## src/rtl/mult_dispatch_if.sv

```systemverilog
// Purpose: bundles the operand stream, result stream, multiplier handshake and
//          accumulator/status signals of mult_dispatch into one port.
// Ports:   slave = dispatcher view, master = surrounding environment view.
interface mult_dispatch_if;
  // operand input stream
  logic        in_valid;
  logic        in_ready;
  logic [15:0] in_a;
  logic [15:0] in_b;
  // result output stream
  logic        out_valid;
  logic        out_ready;
  logic [31:0] out_product;
  // multiplier start/done handshake
  logic        mul_start;
  logic [15:0] mul_a;
  logic [15:0] mul_b;
  logic [31:0] mul_product;
  logic        mul_done;
  // accumulator and status
  logic        acc_clr;
  logic [39:0] acc_value;
  logic [15:0] job_count;
  logic        busy;
  logic        err_clr;
  logic        timeout_err;

  modport slave (
    input  in_valid, in_a, in_b, out_ready, mul_product, mul_done, acc_clr, err_clr,
    output in_ready, out_valid, out_product, mul_start, mul_a, mul_b,
           acc_value, job_count, busy, timeout_err
  );

  modport master (
    output in_valid, in_a, in_b, out_ready, mul_product, mul_done, acc_clr, err_clr,
    input  in_ready, out_valid, out_product, mul_start, mul_a, mul_b,
           acc_value, job_count, busy, timeout_err
  );
endinterface

```

## src/rtl/mult_dispatch.sv

```systemverilog
// Purpose: operand FIFO + start/done sequencer + result register for the 16x16
//          multiplier, with running accumulator, job counter and watchdog flag.
// Latency: push to mul_start is 2 cycles; mul_done to out_valid is 1 cycle.
// Backpressure: in_ready = !full; a full result register parks the FSM in ISSUE.
// Ports:   clk_i, rst_i (synchronous, active-high) and the bus interface (slave).
module mult_dispatch #(
  parameter int DEPTH   = 4,
  parameter int TIMEOUT = 255
) (
  input  logic           clk_i,
  input  logic           rst_i,
  mult_dispatch_if.slave bus
);

  localparam int          AW    = $clog2(DEPTH);
  localparam logic [15:0] WD_TO = 16'(TIMEOUT);

  typedef enum logic [1:0] {
    S_IDLE,
    S_ISSUE,
    S_RELEASE
  } state_t;

  state_t state_q, state_d;

  // operand FIFO: pointers carry one extra wrap bit to tell full from empty
  logic [31:0] fifo_mem_q [DEPTH];
  logic [AW:0] wr_ptr_q, rd_ptr_q;
  logic        fifo_empty, fifo_full;
  logic        push, pop;
  logic        in_ready_w;
  logic [31:0] head;

  logic [15:0] wd_q, wd_d;
  logic [15:0] mul_a_q, mul_a_d;
  logic [15:0] mul_b_q, mul_b_d;
  logic        out_valid_q;
  logic [31:0] out_product_q;
  logic [39:0] acc_q;
  logic [15:0] job_count_q;
  logic        timeout_err_q;
  logic        capture, timeout;

  assign fifo_empty = (wr_ptr_q == rd_ptr_q);
  assign fifo_full  = (wr_ptr_q[AW] != rd_ptr_q[AW]) &&
                      (wr_ptr_q[AW-1:0] == rd_ptr_q[AW-1:0]);
  assign in_ready_w = !rst_i && !fifo_full;
  assign push       = bus.in_valid && in_ready_w;
  assign head       = fifo_mem_q[rd_ptr_q[AW-1:0]];

  // storage needs no reset: only entries between the pointers are ever read
  always_ff @(posedge clk_i) begin
    if (push) begin
      fifo_mem_q[wr_ptr_q[AW-1:0]] <= {bus.in_a, bus.in_b};
    end
  end

  always_comb begin
    state_d = state_q;
    pop     = 1'b0;
    capture = 1'b0;
    timeout = 1'b0;
    wd_d    = wd_q;
    mul_a_d = mul_a_q;
    mul_b_d = mul_b_q;
    case (state_q)
      S_IDLE: begin
        // a stale done from a multiplier that has not yet dropped blocks the start
        if (!fifo_empty && !bus.mul_done) begin
          pop     = 1'b1;
          mul_a_d = head[31:16];
          mul_b_d = head[15:0];
          wd_d    = 16'd0;
          state_d = S_ISSUE;
        end
      end
      S_ISSUE: begin
        if (bus.mul_done) begin
          // the result register may be refilled in the same cycle it drains
          if (!out_valid_q || bus.out_ready) begin
            capture = 1'b1;
            state_d = S_RELEASE;
          end
        end else if (wd_q == WD_TO) begin
          timeout = 1'b1;
          state_d = S_RELEASE;
        end else begin
          wd_d = wd_q + 16'd1;
        end
      end
      S_RELEASE: begin
        if (!bus.mul_done) begin
          state_d = S_IDLE;
        end
      end
      default: state_d = S_IDLE;
    endcase
  end

  always_ff @(posedge clk_i) begin
    if (rst_i) begin
      state_q       <= S_IDLE;
      wr_ptr_q      <= '0;
      rd_ptr_q      <= '0;
      wd_q          <= '0;
      mul_a_q       <= '0;
      mul_b_q       <= '0;
      out_valid_q   <= 1'b0;
      out_product_q <= '0;
      acc_q         <= '0;
      job_count_q   <= '0;
      timeout_err_q <= 1'b0;
    end else begin
      state_q <= state_d;
      wd_q    <= wd_d;
      mul_a_q <= mul_a_d;
      mul_b_q <= mul_b_d;
      if (push) wr_ptr_q <= wr_ptr_q + 1'b1;
      if (pop)  rd_ptr_q <= rd_ptr_q + 1'b1;

      if (capture) begin
        out_valid_q   <= 1'b1;
        out_product_q <= bus.mul_product;
      end else if (bus.out_ready) begin
        out_valid_q <= 1'b0;
      end

      // clear wins, but a coincident capture still lands in the fresh sum
      if (bus.acc_clr) begin
        acc_q <= capture ? {8'd0, bus.mul_product} : 40'd0;
      end else if (capture) begin
        acc_q <= acc_q + {8'd0, bus.mul_product};
      end

      if (capture) job_count_q <= job_count_q + 16'd1;

      if (timeout) begin
        timeout_err_q <= 1'b1;
      end else if (bus.err_clr) begin
        timeout_err_q <= 1'b0;
      end
    end
  end

  assign bus.in_ready    = in_ready_w;
  assign bus.out_valid   = out_valid_q;
  assign bus.out_product = out_product_q;
  assign bus.mul_start   = (state_q == S_ISSUE);
  assign bus.mul_a       = mul_a_q;
  assign bus.mul_b       = mul_b_q;
  assign bus.acc_value   = acc_q;
  assign bus.job_count   = job_count_q;
  assign bus.busy        = !rst_i && ((state_q != S_IDLE) || !fifo_empty);
  assign bus.timeout_err = timeout_err_q;

endmodule

```

## src/flat_wrapper.sv

```systemverilog
// flat-port wrapper written by rule: the top's interface ports become plain ports
module mult_dispatch_flat 
#(
  parameter int DEPTH   = 4,
  parameter int TIMEOUT = 255
)
  (clk_i, rst_i, bus_in_valid, bus_in_a, bus_in_b, bus_out_ready, bus_mul_product, bus_mul_done, bus_acc_clr, bus_err_clr, bus_in_ready, bus_out_valid, bus_out_product, bus_mul_start, bus_mul_a, bus_mul_b, bus_acc_value, bus_job_count, bus_busy, bus_timeout_err);
  mult_dispatch_if bus_i ();
  input  logic clk_i;
  input  logic rst_i;
  input wire logic [$bits(bus_i.in_valid)-1:0] bus_in_valid;
  input wire logic [$bits(bus_i.in_a)-1:0] bus_in_a;
  input wire logic [$bits(bus_i.in_b)-1:0] bus_in_b;
  input wire logic [$bits(bus_i.out_ready)-1:0] bus_out_ready;
  input wire logic [$bits(bus_i.mul_product)-1:0] bus_mul_product;
  input wire logic [$bits(bus_i.mul_done)-1:0] bus_mul_done;
  input wire logic [$bits(bus_i.acc_clr)-1:0] bus_acc_clr;
  input wire logic [$bits(bus_i.err_clr)-1:0] bus_err_clr;
  output wire logic [$bits(bus_i.in_ready)-1:0] bus_in_ready;
  output wire logic [$bits(bus_i.out_valid)-1:0] bus_out_valid;
  output wire logic [$bits(bus_i.out_product)-1:0] bus_out_product;
  output wire logic [$bits(bus_i.mul_start)-1:0] bus_mul_start;
  output wire logic [$bits(bus_i.mul_a)-1:0] bus_mul_a;
  output wire logic [$bits(bus_i.mul_b)-1:0] bus_mul_b;
  output wire logic [$bits(bus_i.acc_value)-1:0] bus_acc_value;
  output wire logic [$bits(bus_i.job_count)-1:0] bus_job_count;
  output wire logic [$bits(bus_i.busy)-1:0] bus_busy;
  output wire logic [$bits(bus_i.timeout_err)-1:0] bus_timeout_err;
  assign bus_i.in_valid = bus_in_valid;
  assign bus_i.in_a = bus_in_a;
  assign bus_i.in_b = bus_in_b;
  assign bus_i.out_ready = bus_out_ready;
  assign bus_i.mul_product = bus_mul_product;
  assign bus_i.mul_done = bus_mul_done;
  assign bus_i.acc_clr = bus_acc_clr;
  assign bus_i.err_clr = bus_err_clr;
  assign bus_in_ready = bus_i.in_ready;
  assign bus_out_valid = bus_i.out_valid;
  assign bus_out_product = bus_i.out_product;
  assign bus_mul_start = bus_i.mul_start;
  assign bus_mul_a = bus_i.mul_a;
  assign bus_mul_b = bus_i.mul_b;
  assign bus_acc_value = bus_i.acc_value;
  assign bus_job_count = bus_i.job_count;
  assign bus_busy = bus_i.busy;
  assign bus_timeout_err = bus_i.timeout_err;
  mult_dispatch #(.DEPTH(DEPTH), .TIMEOUT(TIMEOUT)) u_core (.clk_i(clk_i), .rst_i(rst_i), .bus(bus_i));
endmodule
```

## config.mk

```make
export PLATFORM = sky130hd
export DESIGN_NAME = mult_dispatch_flat
export DESIGN_NICKNAME = d
export VERILOG_FILES = /design/src/rtl/mult_dispatch_if.sv /design/src/rtl/mult_dispatch.sv /design/src/flat_wrapper.sv
export SDC_FILE = /design/constraint.sdc
export NUM_CORES = 1
export LEC_CHECK = 0
export CAP_MARGIN = 20
export CORE_UTILIZATION = 64
export DETAILED_ROUTE_END_ITERATION = 10
export DONT_BUFFER_PORTS = 1
export GPL_TIMING_DRIVEN = 0
export PLACE_DENSITY = 0.87
export SYNTH_ARGS = -nofsm -noshare
export SYNTH_HDL_FRONTEND = slang
export SYNTH_SLANG_ARGS = --single-unit
```

## constraint.sdc

```tcl
create_clock -name clk_i -period 3.1 [get_ports clk_i]
set_clock_uncertainty 0.15 [all_clocks]
set_input_delay 0.465 -clock clk_i [delete_from_list [all_inputs] [get_ports clk_i]]
set_output_delay 0.465 -clock clk_i [all_outputs]
set_load 0.01 [all_outputs]
```

==> flow_metrics.py <==
metrics = {
    "place": {
        "port_buffers": 0,
        "gp_congestion": 0.9763,
        "place_area_um2": 12620,
        "dpl.cell_count": 1380,
        "dp_hpwl_mm": 22.26,
    },
    "flow_run": {
        "drv_cap": 0,
    },
    "hold_path": {
        "hold_class": "input port to flop",
    },
    "run_status": {
        "status": "finished, final reports clean",
    },
    "timing": {
        "timing.final.crit_period_ns": 2.989,
        "drv_slew": 0,
        "tightest_slew_ns": 1.021,
        "finalHoldViolations": 0,
        "max_freq_mhz": 334.5,
        "setup_viol": 0,
        "max-slew-margin-rel_pct": 31.34,
        "rsz0062_at_grt": "no",
        "setup_tns_ns": 0,
        "post-route-period-util_pct": 96.42,
    },
    "synthesis": {
        "synth_area_um2": 12320,
        "avgSynthCellArea_um2": 10.75,
        "synthesis.instances": 1146,
        "synthArstFlopShare_pct": 0,
        "synth_flop_cell": "dfxtp_1",
        "synth.distinct_cells": 68,
        "synth_warnings": 0,
        "synth_edf_count": 128,
        "ys_seq_elements": 274,
        "ys_seq_area_share_pct": 54.92,
        "syn_nets": 1257,
    },
    "cells_and_area": {
        "multi_input_area_um2": 5320,
        "fin_util_pct": 76.04,
        "area_growth_syn_to_layout_pct": 15.83,
        "final_cell_mix": "184 x nand2_1, 144 x dfxtp_1, 132 x a21oi_1",
        "final_common_cell": "nand2_1",
        "seq_area_um2": 6769,
        "finalNonFillerCells": 1496,
        "design_area_um2": 14270,
        "drive_gt1_share_pct": 9.509,
        "nNetsFinal": 1353,
        "antenna_cells": 0,
        "num-fill-cells": 1170,
    },
    "setup_path": {
        "worstPathCellList": "ha_1 > inv_1 > fa_2 > nor2b_4 > o2111ai_2 > a211oi_2 > nor4b_2 > o41ai_2 > xor2_1 > a222oi_1 > nor2_1",
        "worstSetupEndpointType": "flop",
        "slowest_delay_ns": 0.38,
        "critical_path.top_delay_family": "compound AO/OA/AOI/OAI gates",
        "start_kind": "flop",
        "required_ns": 3.37,
        "crit_fanout": 3,
        "cp_data_arrival_time_ns": 3.26,
        "slowest_stage": "dfxtp_2",
        "cp_num_buf_inv": 1,
        "worstSetupPathType": "flop to flop",
    },
    "clock_tree": {
        "clk_latency_ns": 0.55,
        "cts_tree": "yes",
        "clkTransAtPathRegs_ns": 0.07,
        "cts_max_level": 1,
        "clockBufferDepth": 3,
        "clock-sinks": 274,
        "cts-buffers-inserted": 27,
        "root_buffer": "clkbuf_16",
    },
    "power": {
        "design_power_total_mw": 8.663,
        "vdd_drop_max_mv": 0.6377,
        "power_density_nw_per_um2": 607.0,
        "p_leak_nw": 4.987,
    },
    "global_route": {
        "globalRoute.totalOverflow": 0,
        "grt_antenna_before_repair": 0,
        "grt_max_degree": 34,
        "grt_pass1_vias": 9817,
        "grt_pass1_wl_mm": 54.86,
        "busiest_layer": "met2",
        "use_met3_pct": 11.45,
        "grt_util_all_layers_pct": 36.79,
        "grt.met2_usage_pct": 64.02,
        "use_met1_pct": 40.25,
    },
    "die": {
        "die_height_um": 140.7,
        "die_x_um": 140.7,
        "fp.dieArea_um2": 19810,
        "placement_rows": 50,
        "io-pin-count": 196,
        "start_util_pct": 65.65,
        "core_um2": 18770,
    },
    "routing": {
        "wire_per_inst_um": 24.41,
        "drc_errors": 0,
        "via_count": 9947,
        "via_per_inst": 6.649,
        "drtAntennaViolNets": 0,
        "drt-pass1-iter-count": 5,
        "initialDrtViolationCount": 914,
        "postRouteWirelength_mm": 36.51,
    },
}
==> per-layer routing <==
layer,vias to the layer above,routed length (um)
li1,4383,-
met3,186,3958
met5,-,0
met1,4729,12460
met4,0,2168
met2,649,17930
==> per-stage QoR <==
stage | worst slack (ns) | hold WS (ns)
floorplan | 0.3477 | 0.3107
global placement | -0.1819 | 0.3238
detailed placement | -0.07977 | 0.3386
CTS | 0.0003602 | 0.0001413
global route | 0.005619 | 0.05111
finish | 0.1109 | 0.01362
==> final cells by class <==
cell class                      count  share of cell area (%)
Timing Repair Buffer               67                   4.682
Clock inverter                     14                   1.166
Tap cell                          234                   2.052
Multi-Input combinational cell    791                   37.28
Sequential cell                   274                   47.43
Buffer                             64                   1.859
Clock buffer                       35                   5.085
Inverter                           17                  0.4471
==> worst paths after layout <==
kind                            from                       end  slack, ns  cells past startpoint
max reg2reg  u_core.bus.acc_value[0]  u_core.bus.acc_value[28]       0.11                     11
min reg2reg           u_core.wd_q[8]            u_core.wd_q[8]       0.35                      2
max          u_core.bus.acc_value[0]  u_core.bus.acc_value[28]       0.11                     11
min              bus_mul_product[29]  u_core.bus.acc_value[29]       0.01                      2
==> worst register-to-register path: cells and delay by family, from the launching register on <==
family	cells	cell delay (ns)
compound gates	4	1.23
xor+xnor	1	0.12
fa+ha+maj	2	0.56
buf+inv	1	0.07
flops	1	0.38
simple gates	3	0.36
==> what timing repair did <==
| item | CTS | global route |
|---|---|---|
| endpoints found under the hold margin | 193 | 0 |
| setup endpoints to repair | 9 | 20 |
| setup buffers | 0 | 1 |
| pin swaps | 1 | 3 |
| hold buffers | 66 | 0 |
| resized for setup | 4 | 18 |
==> state kept, by name, summed over array words and instances (netlist names) <==
name	cells
u_core.fifo_mem_q	128
u_core.bus.acc_value	40
u_core.bus.out_product	32
u_core.bus.job_count	16
u_core.bus.mul_a	16
u_core.bus.mul_b	16
u_core.wd_q	16
u_core.rd_ptr_q	3
u_core.wr_ptr_q	3
u_core.state_q	2
u_core.bus.out_valid	1
u_core.bus.timeout_err	1
==> power by group <==
group	switching (mW)	internal, mW	total (mW)
registers	0.171	3.94	4.11
clock network	1.45	1.91	3.36
logic	0.731	0.456	1.19
total	2.35	6.31	8.66
==> synthesized netlist by cell type, types with 5 or more instances <==
library cell  number  area (um2)
nand2_1          184       690.7
dfxtp_1          146        2923
a21oi_1          133       665.6
edfxtp_1         128        3844
nor2_1            87       326.6
clkbuf_1          48       180.2
ha_1              39       488.0
mux4_2            32       720.7
xor2_1            32       280.3
nand3_1           23       115.1
o21ai_0           23       115.1
xnor2_1           21       183.9
nor3_1            19       95.09
nor3b_1           18       135.1
inv_1             17       63.81
nand4_1           17       106.4
and3_1            16       100.1
a21o_1            14       105.1
a221oi_1          12       105.1
or3_1             11       68.82
a211oi_1           9       67.56
buf_1              8       30.03
o31ai_1            8       60.06
nor2b_1            6       37.54
o21a_1             6       45.04
a31o_2             5       43.79
o211ai_1           5       37.54
o21bai_1           5       37.54
or4_1              5       37.54
==> cells by family after synthesis <==
family,share of synthesized area (%)
AO/OA/AOI/OAI,12.83
XOR/XNOR,4.032
adder cells (fa/ha/maj),4.123
buffers and inverters,2.671
flip-flops,54.92
multiplexers,6.012
AND/OR/NAND/NOR,15.42
(Power assumes the default switching activity.)
